## src/rtl/vga_bar_display.sv

```systemverilog
// vga_bar_display: parametrised VGA raster engine for the water-reminder
// display. Generates sync/blank timing from CLOCK_50 and renders NUM_CH
// vertical level bars with a blinking low-level alarm.
// Optional build macro: VGA_BAR_GRID_EN draws a grey horizontal grid (one
// row per level step) behind the bars; timing is identical either way.
module vga_bar_display #(
    parameter int H_ACTIVE     = 640,
    parameter int H_FP         = 16,
    parameter int H_SYNC       = 96,
    parameter int H_BP         = 48,
    parameter int V_ACTIVE     = 480,
    parameter int V_FP         = 10,
    parameter int V_SYNC       = 2,
    parameter int V_BP         = 33,
    parameter int CLK_DIV      = 2,
    parameter int NUM_CH       = 4,
    parameter int LEVEL_W      = 4,
    parameter int LOW_THRESH   = 3,
    parameter int BLINK_FRAMES = 30,
    parameter int MARGIN       = 8
) (
    input  logic                        CLOCK_50,
    input  logic                        reset_n,
    input  logic [NUM_CH*LEVEL_W-1:0]   levels,
    input  logic [1:0]                  theme,
    output logic                        VGA_CLK,
    output logic                        VGA_HS,
    output logic                        VGA_VS,
    output logic                        VGA_SYNC_N,
    output logic                        VGA_BLANK_N,
    output logic [7:0]                  VGA_R,
    output logic [7:0]                  VGA_G,
    output logic [7:0]                  VGA_B,
    output logic                        frame_start,
    output logic                        any_low
);

    localparam int H_TOTAL = H_ACTIVE + H_FP + H_SYNC + H_BP;
    localparam int V_TOTAL = V_ACTIVE + V_FP + V_SYNC + V_BP;
    localparam int COL_W   = H_ACTIVE / NUM_CH;
    localparam int STEP    = V_ACTIVE >> LEVEL_W;

    localparam int DW = $clog2(CLK_DIV);
    localparam int HW = $clog2(H_TOTAL);
    localparam int VW = $clog2(V_TOTAL);
    localparam int XW = $clog2(COL_W + 1);
    localparam int CW = $clog2(NUM_CH + 1);
    localparam int BW = $clog2(BLINK_FRAMES + 1);

    localparam logic [DW-1:0]    DIV_LAST   = DW'(CLK_DIV - 1);
    localparam logic [DW-1:0]    DIV_HALF   = DW'(CLK_DIV / 2 - 1);
    localparam logic [HW-1:0]    H_LAST     = HW'(H_TOTAL - 1);
    localparam logic [HW-1:0]    H_ACT      = HW'(H_ACTIVE);
    localparam logic [HW-1:0]    HS_BEG     = HW'(H_ACTIVE + H_FP);
    localparam logic [HW-1:0]    HS_END     = HW'(H_ACTIVE + H_FP + H_SYNC);
    localparam logic [VW-1:0]    V_LAST     = VW'(V_TOTAL - 1);
    localparam logic [VW-1:0]    V_ACT      = VW'(V_ACTIVE);
    localparam logic [VW-1:0]    VS_BEG     = VW'(V_ACTIVE + V_FP);
    localparam logic [VW-1:0]    VS_END     = VW'(V_ACTIVE + V_FP + V_SYNC);
    localparam logic [VW-1:0]    STEP_V     = VW'(STEP);
    localparam logic [XW-1:0]    X_LAST     = XW'(COL_W - 1);
    localparam logic [XW-1:0]    X_LO       = XW'(MARGIN);
    localparam logic [XW-1:0]    X_HI       = XW'(COL_W - MARGIN);
    localparam logic [CW-1:0]    COL_END    = CW'(NUM_CH);
    localparam logic [BW-1:0]    BLINK_LAST = BW'(BLINK_FRAMES - 1);
    localparam logic [LEVEL_W:0] LOW_V      = (LEVEL_W + 1)'(LOW_THRESH);

    logic [DW-1:0]      div_cnt;
    logic               tick;
    logic [HW-1:0]      hcnt;
    logic [VW-1:0]      vcnt;
    logic [XW-1:0]      x;
    logic [CW-1:0]      col;
    logic [LEVEL_W-1:0] shadow [NUM_CH];
    logic [BW-1:0]      blink_cnt;
    logic               blink_phase;
    logic               low_in;
    logic [LEVEL_W-1:0] cur_level;
    logic [VW-1:0]      bar_top;
    logic               active;
    logic               in_bar;
    logic               cur_low;
    logic [23:0]        bar_rgb;
    logic [23:0]        bg_rgb;
    logic [23:0]        pix_rgb;
    logic               grid_row;
    logic               s1_hs;
    logic               s1_vs;
    logic               s1_blank_n;
    logic [23:0]        s1_rgb;

    assign tick       = (div_cnt == DIV_LAST);
    assign VGA_SYNC_N = 1'b0;

    // Pixel tick divider; VGA_CLK rises at half-count so its edge is mid-pixel.
    always_ff @(posedge CLOCK_50 or negedge reset_n) begin
        if (!reset_n) begin
            div_cnt <= '0;
            VGA_CLK <= 1'b0;
        end else begin
            div_cnt <= tick ? '0 : div_cnt + 1'b1;
            if (div_cnt == DIV_HALF)
                VGA_CLK <= 1'b1;
            else if (tick)
                VGA_CLK <= 1'b0;
        end
    end

    // Stage 0: raster counters plus incremental column index / in-column x.
    always_ff @(posedge CLOCK_50 or negedge reset_n) begin
        if (!reset_n) begin
            hcnt <= '0;
            vcnt <= '0;
            x    <= '0;
            col  <= '0;
        end else if (tick) begin
            if (hcnt == H_LAST) begin
                hcnt <= '0;
                vcnt <= (vcnt == V_LAST) ? '0 : vcnt + 1'b1;
                x    <= '0;
                col  <= '0;
            end else begin
                hcnt <= hcnt + 1'b1;
                if (x == X_LAST) begin
                    x <= '0;
                    // col parks at NUM_CH through horizontal blanking
                    if (col != COL_END)
                        col <= col + 1'b1;
                end else begin
                    x <= x + 1'b1;
                end
            end
        end
    end

    // Low-level flag over the live inputs, captured only at the latch instant.
    always_comb begin
        low_in = 1'b0;
        for (int unsigned c = 0; c < NUM_CH; c++)
            low_in |= ({1'b0, levels[c*LEVEL_W +: LEVEL_W]} < LOW_V);
    end

    // Frame-synchronous level shadow and any_low, updated at first blank line.
    always_ff @(posedge CLOCK_50 or negedge reset_n) begin
        if (!reset_n) begin
            for (int unsigned c = 0; c < NUM_CH; c++)
                shadow[c] <= '0;
            any_low <= 1'b0;
        end else if (tick && vcnt == V_ACT && hcnt == '0) begin
            for (int unsigned c = 0; c < NUM_CH; c++)
                shadow[c] <= levels[c*LEVEL_W +: LEVEL_W];
            any_low <= low_in;
        end
    end

    // Frame-start pulse and blink phase, stepping once per frame.
    always_ff @(posedge CLOCK_50 or negedge reset_n) begin
        if (!reset_n) begin
            frame_start <= 1'b0;
            blink_cnt   <= '0;
            blink_phase <= 1'b0;
        end else begin
            frame_start <= tick && hcnt == '0 && vcnt == '0;
            if (tick && hcnt == '0 && vcnt == '0) begin
                if (blink_cnt == BLINK_LAST) begin
                    blink_cnt   <= '0;
                    blink_phase <= ~blink_phase;
                end else begin
                    blink_cnt <= blink_cnt + 1'b1;
                end
            end
        end
    end

`ifdef VGA_BAR_GRID_EN
    localparam int GW = $clog2(STEP + 1);
    localparam logic [GW-1:0] GRID_INIT = GW'((V_ACTIVE - 1) % STEP);
    localparam logic [GW-1:0] GRID_TOP  = GW'(STEP - 1);

    logic [GW-1:0] grid_cnt;

    // Counts (V_ACTIVE-1-vcnt) mod STEP downwards, one step per line.
    always_ff @(posedge CLOCK_50 or negedge reset_n) begin
        if (!reset_n)
            grid_cnt <= GRID_INIT;
        else if (tick && hcnt == H_LAST) begin
            if (vcnt == V_LAST)
                grid_cnt <= GRID_INIT;
            else
                grid_cnt <= (grid_cnt == '0) ? GRID_TOP : grid_cnt - 1'b1;
        end
    end

    assign grid_row = (grid_cnt == '0);
`else
    assign grid_row = 1'b0;
`endif

    // Stage 1 geometry: bar extent of the current column and pixel colour.
    always_comb begin
        cur_level = '0;
        for (int unsigned c = 0; c < NUM_CH; c++)
            if (col == CW'(c))
                cur_level = shadow[c];
        bar_top = V_ACT - VW'(cur_level) * STEP_V;
        active  = (hcnt < H_ACT) && (vcnt < V_ACT);
        in_bar  = active && (col != COL_END) && (x >= X_LO) && (x < X_HI) &&
                  (cur_level != '0) && (vcnt >= bar_top);
        cur_low = ({1'b0, cur_level} < LOW_V);
        case (theme)
            2'd0:    bar_rgb = 24'h0040FF;
            2'd1:    bar_rgb = 24'h00C040;
            2'd2:    bar_rgb = 24'h00C0C0;
            default: bar_rgb = 24'hFFFFFF;
        endcase
        bg_rgb  = grid_row ? 24'h404040 : 24'h000000;
        pix_rgb = '0;
        if (in_bar) begin
            if (cur_low)
                pix_rgb = blink_phase ? 24'hFF0000 : bg_rgb;
            else
                pix_rgb = bar_rgb;
        end else if (active) begin
            pix_rgb = bg_rgb;
        end
    end

    // Stage 1 register: syncs, blank and colour for the counter state.
    always_ff @(posedge CLOCK_50 or negedge reset_n) begin
        if (!reset_n) begin
            s1_hs      <= 1'b1;
            s1_vs      <= 1'b1;
            s1_blank_n <= 1'b0;
            s1_rgb     <= '0;
        end else if (tick) begin
            s1_hs      <= !((hcnt >= HS_BEG) && (hcnt < HS_END));
            s1_vs      <= !((vcnt >= VS_BEG) && (vcnt < VS_END));
            s1_blank_n <= active;
            s1_rgb     <= pix_rgb;
        end
    end

    // Stage 2 register: all DAC-facing outputs share the same two-tick delay.
    always_ff @(posedge CLOCK_50 or negedge reset_n) begin
        if (!reset_n) begin
            VGA_HS      <= 1'b1;
            VGA_VS      <= 1'b1;
            VGA_BLANK_N <= 1'b0;
            VGA_R       <= '0;
            VGA_G       <= '0;
            VGA_B       <= '0;
        end else if (tick) begin
            VGA_HS      <= s1_hs;
            VGA_VS      <= s1_vs;
            VGA_BLANK_N <= s1_blank_n;
            VGA_R       <= s1_rgb[23:16];
            VGA_G       <= s1_rgb[15:8];
            VGA_B       <= s1_rgb[7:0];
        end
    end

endmodule

```

## config.mk

```make
export PLATFORM = sky130hd
export DESIGN_NAME = vga_bar_display
export DESIGN_NICKNAME = d
export VERILOG_FILES = /design/src/rtl/vga_bar_display.sv
export SDC_FILE = /design/constraint.sdc
export NUM_CORES = 1
export LEC_CHECK = 0
export BUFFER_PORTS_ARGS = -buffer_cell sky130_fd_sc_hd__buf_4
export CAP_MARGIN = 20
export CORE_UTILIZATION = 45
export CTS_BUF_LIST = sky130_fd_sc_hd__clkbuf_8 sky130_fd_sc_hd__clkbuf_16
export CTS_CLUSTER_SIZE = 12
export DETAILED_ROUTE_END_ITERATION = 6
export GPL_TIMING_DRIVEN = 1
export SYNTH_ARGS = -nofsm -noshare
export SYNTH_HDL_FRONTEND = slang
export SYNTH_SLANG_ARGS = --single-unit
```

## constraint.sdc

```tcl
create_clock -name CLOCK_50 -period 6.9 [get_ports CLOCK_50]
set_input_delay 0.69 -clock CLOCK_50 [delete_from_list [all_inputs] [get_ports CLOCK_50]]
set_output_delay 0.69 -clock CLOCK_50 [all_outputs]
set_load 0.01 [all_outputs]
```

== Word level (Yosys, flattened, before mapping) ==
Index checks and enable logic that the tools add are counted.
Widths: inputs -> output; s select.
Word-level totals
  logic and storage cells: 103
  register bits: 111
  RAM bits: 0
  bits in read-only memories: 0
  memories kept: 0
  input port bits: 20
  latch bits: 0
  output and inout port bits: 31
Cells by class
  multipliers: 1
  bitwise operators: 4
  magnitude comparators: 14
  shift operators: 0
  divide/modulo/power cells: 0
  add/subtract/negate cells: 7
  equal/unequal tests: 11
  mux-type cells: 18
  reductions and logical operators: 24
Operator list (number)
  $mux 24: 3
  $pmux 24 s3: 1
  $add 10x1->10 const B: 2
  $eq 10x10->1 const B: 2
  $logic_not 10->1: 2
  $lt 10x10->1 const B: 2
  $lt 10x9->1 const B: 2
  $lt 4x2->1 const B: 5
  $mux 10: 2
  $mux 4: 4
  $mux 8: 2
  $logic_and 1x1->1: 12
  $eq 10x9->1 const B: 1
  $ge 10x10->1: 1
  $ge 10x10->1 const B: 1
  $ge 10x9->1 const B: 1
  $sub 9x9->10 const A: 1
  $mux 3: 3
  $add 8x1->8 const B: 1
  $eq 8x8->1 const B: 1
  $ge 8x4->1 const B: 1
  $lt 8x8->1 const B: 1
  $mul 4x4->8 const B: 1
  $eq 3x2->1 const B: 2
  other kinds (19): 25

== Depth between registers and ports, before layout ==
Gate-level depths: netlist (run 1).
  word-level depth: 10
  mapped depth: 24
  mapped depth without buffers: 23

== Worst setup path before layout (run 1) ==
No wires, ideal clock.
  kind: register to register
  from: register col[0]
  to: register s1_rgb[13]
  path slack: 1.743 ns
  cell stages (with the launch flop): 21
  library setup time: 0.141 ns
  buffers on the path: 1
  data required time: 6.759 ns
  period minus slack after synthesis: 5.157 ns
  arrival time: 5.016 ns
  cell sequence: dfrtp_1 -> ha_1 -> ha_1 -> clkbuf_1 -> nor2_1 -> a22oi_1 -> fa_1 -> inv_1 -> fa_1 -> inv_1 -> fa_1 -> nor2b_1 -> a21oi_1 -> and2_1 -> nand3_1 -> ha_1 -> a211oi_1 -> nand2_1 -> or4b_2 -> nand3_1 -> o32ai_1
Between the ends
  word-level cells in the longest chain between the ends: 10
Ends and longest elaborated chain
  start: declaration: line 73  | logic [CW-1:0] col;
  start signal: assignment: line 128  | col <= col + 1'b1;
  $logic_not 3->1: line 203  | if (col == CW'(c))
  $mux 4 (4 in series): line 203
  $mul 4x4->8: line 205  | bar_top = V_ACT - VW'(cur_level) * STEP_V;
  $sub 9x9->10: line 205
  $ge 10x10->1: line 208  | (cur_level != '0) && (vcnt >= bar_top);
  $logic_and 1x1->1: line 208
  $mux 24 (*): line 218  | if (in_bar) begin
  end signal: assignment: line 239  | s1_rgb <= pix_rgb;
  end: declaration: line 90  | logic [23:0] s1_rgb;
Mark *: on every way between the ends. The rest lies on a longest branch, timed or not.
A chain may end at the register's enable or synchronous reset.

== Worst setup path after layout (run 1) ==
  from: register col[0]
  to: register s1_rgb[22]
The elaborated chain is that of the path after synthesis.

==> results of run 1 <==
## flip-flops by register name, summed over array words and instances, names as in the netlist
signal / cells
hcnt: 10
VGA_CLK: 1
any_low: 1
x: 8
vcnt: 10
VGA_G: 3
s1_rgb: 6
s1_vs: 1
VGA_B: 2
VGA_VS: 1
VGA_HS: 1
blink_cnt: 5
shadow: 16
s1_blank_n: 1
VGA_BLANK_N: 1
frame_start: 1
blink_phase: 1
VGA_R: 1
s1_hs: 1
col: 3
## cells by family after synthesis
logic type	after synthesis	share of synthesized area [%]
AOI/OAI and AO/OA	76	11.1
xor gates and xnor gates	25	4.87
adders and majority gates	44	13.1
buffers and inverters	53	6.37
DFF	74	41.3
muxes	28	7.62
other	1	0.0834
and+or+nand+nor	138	15.6
## routing by layer
| metal | track usage, % | vias up | share of wire [%] |
|---|---|---|---|
| li1 | - | 1581 | - |
| met1 | 23.8 | 1534 | 46 |
| met2 | 30.4 | 76 | 49 |
| met3 | 2.46 | 11 | 3.1 |
| met4 | 7.03 | 0 | 1.6 |
| met5 | 0 | - | 0 |
## cells in the mapped netlist (all sizes together), types with 2 or more instances
master,instances
clkbuf,6
nand2b,5
and3,5
nor2b,3
or2,2
inv,25
a22o,3
a211oi,7
o41ai,3
ha,39
xor2,14
and2,3
nand3,9
buf,22
fa,5
nor4,6
a21oi,15
a22oi,4
o32ai,3
a21o,5
o21ai,19
a31oi,3
o31ai,4
dfrtp,70
nand2,45
or3,5
xnor2,11
mux2i,2
nor2,35
o22ai,2
mux2,26
nand4,9
dfstp,4
nor3,7
## worst max path at each step
stage | to
floorplan | s1_rgb[13]
CTS | s1_rgb[22]
global placement | s1_rgb[22]
detailed placement | s1_rgb[13]
finish | s1_rgb[22]
global route | s1_rgb[22]
## power by group
group          total, mW  switching, mW  internal, mW
registers          0.433              0         0.433
logic             0.0208         0.0126       0.00821
clock network      0.339          0.173         0.166
## layout make-up
cell class | instances | share of cell area (%)
multi-input cells | 312 | 46.6
flip-flops and latches | 74 | 36.8
repair buffers | 51 | 7.58
well taps | 133 | 3.30
clock buffers | 9 | 2.45
inverters | 25 | 1.86
clock inverters | 7 | 1.39
## metrics by stage
stage / area [um2] / setup slack, ns / hold slack (ns) / instances / util [%]
after floorplan: 4500 / 1.74 / 0.394 / 439 / -
after global placement: 4850 / 1.46 / 0.469 / 595 / 49.9
after detailed placement: 4850 / 1.26 / 0.466 / 595 / 49.9
after CTS: 5050 / 1.26 / 0.491 / 611 / 51.9
after global routing: 5050 / 0.830 / 0.523 / 611 / 51.9
final: 5050 / 1.25 / 0.447 / 611 / 51.9
==> metrics, run 1 <==
CP bufs+invs=2; Req. time, crit path=7.11 ns; critical path class=register to register; type of the tightest min-delay check=input port to async pin; Yosys warning total=0; Slew Limit Fails=0; vias in the first global route=3059; Num CTS Buffers=9; period utilisation layout=between 80% and 90%; Die Span X=102 um; worst r2r src=col[0]; IO buf count=49; io pins=51; # Post-CTS Setup Buffers=0; Layout area overhead=12.2%; WL final=roughly 8.6 mm; hpwl dp=about 6.4 mm; synth top area cells=dfrtp_1 (39%), ha_1 (11%), mux2_2 (4.5%); leak pwr=approximately 2.4 nW; ANT nets after route=0; share of cells above drive strength 1=22.2%; H-Tree Depth=3; RSZ-0062 raised after global routing=no; final worst path period need=approximately 5.7 ns; Synth Instances=439; post_cts resized=0; Initial Util=46.2%; most frequent cells in the layout=dfrtp_1 (70), buf_4 (51), nand2_1 (45); Antenna Cells=0; R2R cell count=19; clock edge transition at the registers on the reported setup and hold paths=roughly 0.090 ns; Synth top area share=38.9%; Worst Max-Slew Pin Slew=a little over 0.9 ns; most common library cell in the layout ignoring fill and taps=dfrtp_1; crit-path max cell delay=0.68 ns; status=finished, final reports clean; final setup violation count=0; Core Footprint=~9700 um2; vias per inst=5.24; Final Wtd Congestion=0.829; cts-stage hold buffer count=0; Layout fillers=between 900 and 1000; crit path capture type=register; via count=approximately 3200; Final Hold Viols=0; TritonCTS clock tree=done; fraction of registers with async set/reset=100%; setup TNS=0 ns; FF+latch area=roughly 1900 um2; CP arrival=5.86 ns; cell row count=36; Power Density=between 150 and 200 nW/um2; Top delay family on crit path=adder cells; worst skew pair latency=between 0.3 and 0.4 ns; VDD IR max=0.106 mV; Seq cells post-synth=74; pin count of the biggest net entering global routing=between 70 and 80; die area=~10000 um2; Synth cell types=54; reg-to-reg slack, setup=roughly 1.2 ns; sequence of cells on the critical path=ha_1, ha_1, nor2_1, a32oi_1, fa_1, inv_1, fa_1, inv_1, fa_1, nor2b_1, a21oi_1, and2_1, nand3_1, ha_1, a211oi_1, nand2_1, or4b_2, nand3_1, o32ai_1; Clock Root Buffer=clkbuf_8; Levels on crit path=19; Max Root-Sink Buffers=2; launch point of the worst path=col[0]; Syn Std Cell Area=approximately 4500 um2; sequential-to-total area share from yosys stat=41.3%; grt total ovfl=0; CP max FO=8; GRT Resource Usage Total=18.1%; DR DRC count=0; 1st-iter DRT viols=121; largest area contributor in the netlist=dfrtp_1; # nets final=537; Power Total=793 uW; crit path max-delay cell type=or4b_2; number of enable flip-flop cells after synthesis=0; Layout Skew=0.0144 ns; footprint of the multi-input gates=around 2400 um2; fmax=177 MHz; Post-Syn Nets=503; Max Cap Viol=0; first-pass GRT wire length=around 15 mm; clock sinks=between 70 and 80; Startpoint Class=register; Die Height=102 um; RR Endpoint=s1_rgb[22]; Slew HR=37.7%; initial antenna violation count=0; Routed WL per cell=14.1 um; Mean Syn Cell Area=between 10 and 15 um2; leading register cell type out of synthesis=dfrtp_1; Initial DRT Pass Iterations=4
Note: power is estimated with default switching activity, not from simulation.
==> inputs of run 2 (changes only) <==
--- a/config.mk
+++ b/config.mk
@@ -5,6 +5,7 @@
 export SDC_FILE = /design/constraint.sdc
 export NUM_CORES = 1
 export LEC_CHECK = 0
+export ABC_AREA = 1
 export BUFFER_PORTS_ARGS = -buffer_cell sky130_fd_sc_hd__buf_4
 export CAP_MARGIN = 20
 export CORE_UTILIZATION = 45
==> constraint.sdc (replaced) <==
create_clock -name CLOCK_50 -period 5.35 [get_ports CLOCK_50]
set_input_delay 0.535 -clock CLOCK_50 [delete_from_list [all_inputs] [get_ports CLOCK_50]]
set_output_delay 0.535 -clock CLOCK_50 [all_outputs]
set_load 0.01 [all_outputs]
==> run 2 against run 1 <==
Net effect: count of clock-buffer cells in the layout increased by 1; first-iteration DRC count increased by 36%; fmax increased by 17%; highest routed layer unchanged; hold slack got worse by 0.14 ns.
==> metrics, run 2 <==
CP max FO=6 (was 8); Layout area overhead=10.9% (was 12.2%); vias in the first global route=3884 (was 3059); Final Wtd Congestion=0.831 (was 0.829); CP arrival=5.14 ns (was 5.86 ns); io pins=51 (unchanged); Power Density=184 nW/um2 (was 157 nW/um2); Final Instance Area=5440 um2 (was 5050 um2); VDD IR max=0.125 mV (was 0.106 mV); status=finished, final reports clean (unchanged); Worst Max-Slew Pin Slew=0.966 ns (was 0.934 ns); Initial DRT Pass Iterations=4 (unchanged); worst skew pair latency=0.36 ns (was 0.35 ns); crit path max-delay cell type=fa_1 (was or4b_2); final setup violation count=0 (unchanged); Top reg by flops=shadow (unchanged); sequential fraction of design power=56.0% (was 54.6%); post_cts resized=0 (unchanged); critical path class=register to register (unchanged); Antenna Cells=0 (unchanged); RSZ-0062 raised after global routing=no (unchanged); Yosys warning total=0 (unchanged); WL final=10.2 mm (was 8.63 mm); top cells by count, synth=nand2_1 (170), inv_1 (80), dfrtp_1 (70) (was dfrtp_1 (70), nand2_1 (45), ha_1 (39)); Synth Instances=624 (was 439); Gate power share=3.0% (was 2.6%); number of enable flip-flop cells after synthesis=0 (unchanged); clock edge transition at the registers on the reported setup and hold paths=0.09 ns (about the same); Layout Skew=0.0147 ns (was 0.0144 ns); Switching Share=24.6% (was 23.3%); initial antenna violation count=0 (unchanged); type of the tightest min-delay check=input port to async pin (unchanged); leading register cell type out of synthesis=dfrtp_1 (unchanged); Layout fillers=1050 (was 911); crit path capture type=register (unchanged); Startpoint Class=register (unchanged); cell row count=37 (was 36); most frequent cells in the layout=nand2_1 (170), inv_1 (81), dfrtp_1 (70) (was dfrtp_1 (70), buf_4 (51), nand2_1 (45)); Mean Syn Cell Area=7.86 um2 (was 10.2 um2); Synth top area share=35.7% (was 38.9%); clock share of power=41.0% (was 42.7%); GRT Resource Usage Total=19.7% (was 18.1%); H-Tree Depth=3 (unchanged); Pint=752 uW (was 608 uW); max reg flops=16 (unchanged); fraction of registers with async set/reset=100% (unchanged); period utilisation layout=90.3% (was 81.9%); crit-path max cell delay=0.55 ns (was 0.68 ns); share of cells above drive strength 1=15.4% (was 22.2%); Die Height=106 um (was 102 um); leak pwr=2.87 nW (was 2.44 nW); 1st-iter DRT viols=164 (was 121); Routed WL per cell=12.8 um (was 14.1 um); synth top area cells=dfrtp_1 (36%), nand2_1 (13%), ha_1 (9.9%) (was dfrtp_1 (39%), ha_1 (11%), mux2_2 (4.5%)); most numerous cell in the Yosys netlist=nand2_1 (was dfrtp_1); Final Hold Viols=0 (unchanged); Syn Std Cell Area=4910 um2 (was 4500 um2); Slew HR=35.6% (was 37.7%); Seq cells post-synth=74 (unchanged); Core Footprint=10500 um2 (was 9730 um2); Max Cap Viol=0 (unchanged); TritonCTS clock tree=done (unchanged); hpwl dp=7.51 mm (was 6.44 mm); via count=3998 (was 3202); Num CTS Buffers=9 (unchanged); switching power total=246 uW (was 185 uW); largest area contributor in the netlist=dfrtp_1 (unchanged); sequential-to-total area share from yosys stat=37.8% (was 41.3%); largest registers=shadow x16, hcnt x10, vcnt x10 (unchanged); Die Span X=106 um (was 102 um); DR DRC count=0 (unchanged); pin count of the biggest net entering global routing=75 (unchanged); setup TNS=0 ns (unchanged); ANT nets after route=0 (unchanged); Initial Util=46.9% (was 46.2%); Req. time, crit path=5.66 ns (was 7.11 ns); Post-Syn Nets=688 (was 503); grt total ovfl=0 (unchanged); Clock Root Buffer=clkbuf_8 (unchanged); Synth cell types=37 (was 54); # nets final=723 (was 537); first-pass GRT wire length=17.7 mm (was 14.6 mm); fmax=207 MHz (was 177 MHz); total placed instance area=5250 um2 (was 4850 um2); IO buf count=49 (unchanged); vias per inst=5.00 (was 5.24); most frequent CP cell=inv_1; most common library cell in the layout ignoring fill and taps=nand2_1 (was dfrtp_1); Slew Limit Fails=0 (unchanged); final worst path period need=4.83 ns (was 5.65 ns); clock sinks=74 (unchanged); die area=11300 um2 (was 10400 um2); Max Root-Sink Buffers=2 (unchanged)
## run 2: cell types whose count changed in the layout (fill, tap and decap cells not counted), sizes merged, moves of 6 or more
cell    before  now
a211oi       7    0
nand2       45  176
mux2        26    0
nand3        9   46
o211ai       0    6
o21ai       19   37
nor2        35   48
nand4        9   20
inv         27   90
xnor2       11    3
## run 2: timing repair
action / 4_1_cts / 5_1_grt
hold buffers: 0 / 0
buffers inserted: 0 / 1
setup endpoints to repair: 0 / 4
## run 2: logic make-up after synthesis
logic type	synth area share, %
and+or+nand+nor	29.2
buffers and inverters	11.1
DFF	37.8
AOI/OAI and AO/OA	6.88
adders and majority gates	12.0
xor gates and xnor gates	2.68
other	0.0764
muxes	0.204
## run 2: final cells by class
class                           count  area (um2)  share of cell area, %
Inverter                           88         330                   6.07
Timing Repair Buffer               53         398                   7.31
Sequential cell                    74        1860                   34.1
Clock buffer                       10         138                   2.53
Clock inverter                      6        42.5                  0.782
Multi-Input combinational cell    433        2510                   46.1
Tap cell                          136         170                   3.13
## run 2: worst paths after layout
| path | startpoint | end | slack [ns] | depth (start not counted) |
|---|---|---|---|---|
| worst max register to register | col[0] | s1_rgb[7] | 0.52 | 27 |
| worst max-delay path | col[0] | s1_rgb[7] | 0.52 | 27 |
| max in group asynchronous | reset_n | shadow[1] | 4.39 | 1 |
| worst min-delay path | reset_n | blink_cnt[2] | 0.31 | 1 |
| min in group CLOCK_50 | levels[4] | shadow[8] | 0.37 | 3 |
| worst min register to register | VGA_HS | VGA_HS | 0.46 | 2 |
## run 2: power by group through the flow
stage	Clock, mW	Combinational (mW)	Sequential, mW
3_5_place_dp	0	0.0317	0.570
4_1_cts	0.417	0.0318	0.559
2_1_floorplan	0	0.00781	0.570
3_3_place_gp	0	0.0314	0.570
5_1_grt	0.444	0.0354	0.559
6_report	0.409	0.0304	0.559
## run 2: critical path: cells and delay by family, from the launching register on
family | cells | cell delay (ns)
DFF | 1 | 0.43
AOI/OAI and AO/OA | 1 | 0.09
xor gates and xnor gates | 1 | 0.20
and+or+nand+nor | 13 | 1.43
buffers and inverters | 7 | 0.69
adders and majority gates | 5 | 1.95
## run 2: routing by layer
metal | vias up | track usage [%] | wire length (um)
met5 | - | 0 | 0
met4 | 0 | 6.95 | 181
met3 | 18 | 3.86 | 378
met2 | 78 | 33.5 | 4800
met1 | 1848 | 25.0 | 4850
li1 | 2054 | - | -
## run 2: metrics by stage
step                      util [%]  hold WS, ns  worst slack (ns)  total power [mW]  cells
after floorplan                  -        0.239             0.934             0.578    624
after global placement        50.2        0.457             0.543             0.601    783
after detailed placement      50.2        0.456             0.355             0.602    783
after CTS                     51.9        0.362             0.351              1.01    799
after global routing          52.0        0.376             0.103              1.04    800
final                         52.0        0.306             0.520             0.999    800
==> inputs of run 3 (changes only) <==
--- a/config.mk
+++ b/config.mk
@@ -13,6 +13,7 @@
 export CTS_CLUSTER_SIZE = 12
 export DETAILED_ROUTE_END_ITERATION = 6
 export GPL_TIMING_DRIVEN = 1
+export MAX_ROUTING_LAYER = met4
 export SYNTH_ARGS = -nofsm -noshare
 export SYNTH_HDL_FRONTEND = slang
 export SYNTH_SLANG_ARGS = --single-unit
==> run 3 against run 2 <==
Net effect: sequential cell count unchanged; hold slack better by 0.00079 ns; sequential power about the same; global-route usage up 0.51 points; utilization unchanged; register-to-register slack about the same; setup slack worse by 0.0094 ns; die area unchanged; non-clock buffer count unchanged; count of clock-buffer cells in the layout unchanged; routed wire length down 0.94%; critical endpoint unchanged; largest cell class unchanged.
==> metrics, run 3 (synthesis gave the netlist of run 2 again) <==
vias per inst=4.95 (was 5.00); VDD IR max=0.123 mV (was 0.125 mV); cts-stage hold buffer count=0 (unchanged); most common library cell in the layout ignoring fill and taps=nand2_1 (unchanged); GRT Resource Usage Total=20.2% (was 19.7%); leak pwr=2.87 nW (unchanged); crit path capture type=register (unchanged); Final Wtd Congestion=0.844 (was 0.831); final worst path period need=4.84 ns (was 4.83 ns); # nets final=723 (unchanged); Top reg by flops=shadow (unchanged); largest registers=shadow x16, hcnt x10, vcnt x10 (unchanged); IO buf count=49 (unchanged); Power Density=183 nW/um2 (was 184 nW/um2); CP max FO=6 (unchanged); initial antenna violation count=0 (unchanged); footprint of the multi-input gates=2510 um2 (unchanged); FF+latch area=1860 um2 (unchanged); vias in the first global route=3879 (was 3884); TritonCTS clock tree=done (unchanged); io pins=51 (unchanged); Worst Max-Slew Pin Slew=0.955 ns (was 0.966 ns); Die Height=106 um (unchanged); RR Endpoint=s1_rgb[7] (unchanged); Layout Skew=0.0130 ns (was 0.0147 ns); critical path class=register to register (unchanged); clock sinks=74 (unchanged); hold_ws=0.306 ns (about the same); worst skew pair latency=0.36 ns (about the same); type of the tightest min-delay check=input port to async pin (unchanged); hpwl dp=7.51 mm (unchanged); pin count of the biggest net entering global routing=75 (unchanged); via count=3963 (was 3998); RSZ-0062 raised after global routing=no (unchanged); Max Root-Sink Buffers=2 (unchanged); WL final=10.1 mm (was 10.2 mm); Startpoint Class=register (unchanged); die area=11300 um2 (unchanged); Max Cap Viol=0 (unchanged); status=finished, final reports clean (unchanged); Slew Limit Fails=0 (unchanged); Num CTS Buffers=9 (unchanged); fmax=207 MHz (about the same); max reg flops=16 (unchanged); Clock Root Buffer=clkbuf_8 (unchanged); Initial Util=46.9% (unchanged); DR DRC count=0 (unchanged); R2R cell count=27 (unchanged); Routed WL per cell=12.6 um (was 12.8 um); Slew HR=36.3% (was 35.6%); period utilisation layout=90.5% (was 90.3%); # Post-CTS Setup Buffers=0 (unchanged); setup TNS=0 ns (unchanged); 1st-iter DRT viols=157 (was 164); grt total ovfl=0 (unchanged); CP arrival=5.14 ns (about the same); post_cts resized=0 (unchanged); Initial DRT Pass Iterations=4 (unchanged); Core Footprint=10500 um2 (unchanged); reg-to-reg slack, setup=0.51 ns (was 0.52 ns); Layout fillers=1050 (unchanged); most frequent cells in the layout=nand2_1 (170), inv_1 (81), dfrtp_1 (70) (unchanged); Die Span X=106 um (unchanged); first-pass GRT wire length=17.7 mm (about the same); final setup violation count=0 (unchanged); launch point of the worst path=col[0] (unchanged); Final Hold Viols=0 (unchanged); ANT nets after route=0 (unchanged); clock edge transition at the registers on the reported setup and hold paths=0.09 ns (about the same); H-Tree Depth=3 (unchanged); Req. time, crit path=5.65 ns (was 5.66 ns); share of cells above drive strength 1=15.4% (unchanged); worst r2r src=col[0] (unchanged); Antenna Cells=0 (unchanged); cell row count=37 (unchanged); Layout area overhead=10.9% (unchanged)
## run 3: cell counts in the layout (fill, tap and decap cells not counted)
No cell type changed its count.
## run 3: layout make-up
class                      count  area share [%]
clock inverter                 6           0.782
sequential                    74            34.1
timing repair buffer          53            7.31
multi-input combinational    433            46.1
inverter                      88            6.07
clock buffer                  10            2.53
tap                          136            3.13
## run 3: power by group
part	leakage [nW]	internal, mW	switching [mW]
clock network	0.0941	0.182	0.224
registers	0.897	0.559	0
logic	1.88	0.0117	0.0186
total	2.87	0.753	0.242
## run 3: worst max-delay path, cell delays in order (launching register included)
cell	delay (ns)
dfrtp_1	0.43
inv_1	0.11
ha_1	0.19
inv_1	0.05
nor2_1	0.19
nand3_1	0.11
nand3_1	0.09
o211ai_1	0.10
nand2_1	0.20
inv_1	0.16
fa_1	0.55
inv_1	0.06
fa_1	0.51
inv_1	0.06
fa_1	0.39
xor2_1	0.20
inv_1	0.10
nand3_1	0.11
nor2_1	0.10
nand2_1	0.07
ha_1	0.32
nand2_1	0.07
nor2_1	0.14
nand3_1	0.09
nand4_1	0.09
buf_4	0.15
nand4_1	0.08
nand2_1	0.09
## run 3: per-stage QoR
| step | power, mW | cells | setup slack, ns | area, um2 | utilization, % |
|---|---|---|---|---|---|
| CTS | 1.01 | 799 | 0.351 | 5430 | 51.9 |
| floorplan | 0.578 | 624 | 0.934 | 4910 | - |
| detailed placement | 0.602 | 783 | 0.355 | 5250 | 50.2 |
| global placement | 0.601 | 783 | 0.543 | 5250 | 50.2 |
| finish | 0.995 | 800 | 0.510 | 5440 | 52.0 |
| global route | 1.04 | 800 | 0.103 | 5440 | 52.0 |
## run 3: worst max-delay path by stage
stage | to | slack [ns]
final | s1_rgb[7] | 0.51
after global routing | s1_rgb[7] | 0.10
after CTS | s1_rgb[22] | 0.35
after detailed placement | s1_rgb[7] | 0.35
after global placement | s1_rgb[7] | 0.54
after floorplan | s1_rgb[13] | 0.93
## run 3: metal layers
layer,track usage [%],up-vias,wire length (um)
met1,24.9,1835,4750
li1,-,2050,-
met4,5.77,0,107
met3,4.41,11,340
met2,33.5,67,4920
met5,-,-,0
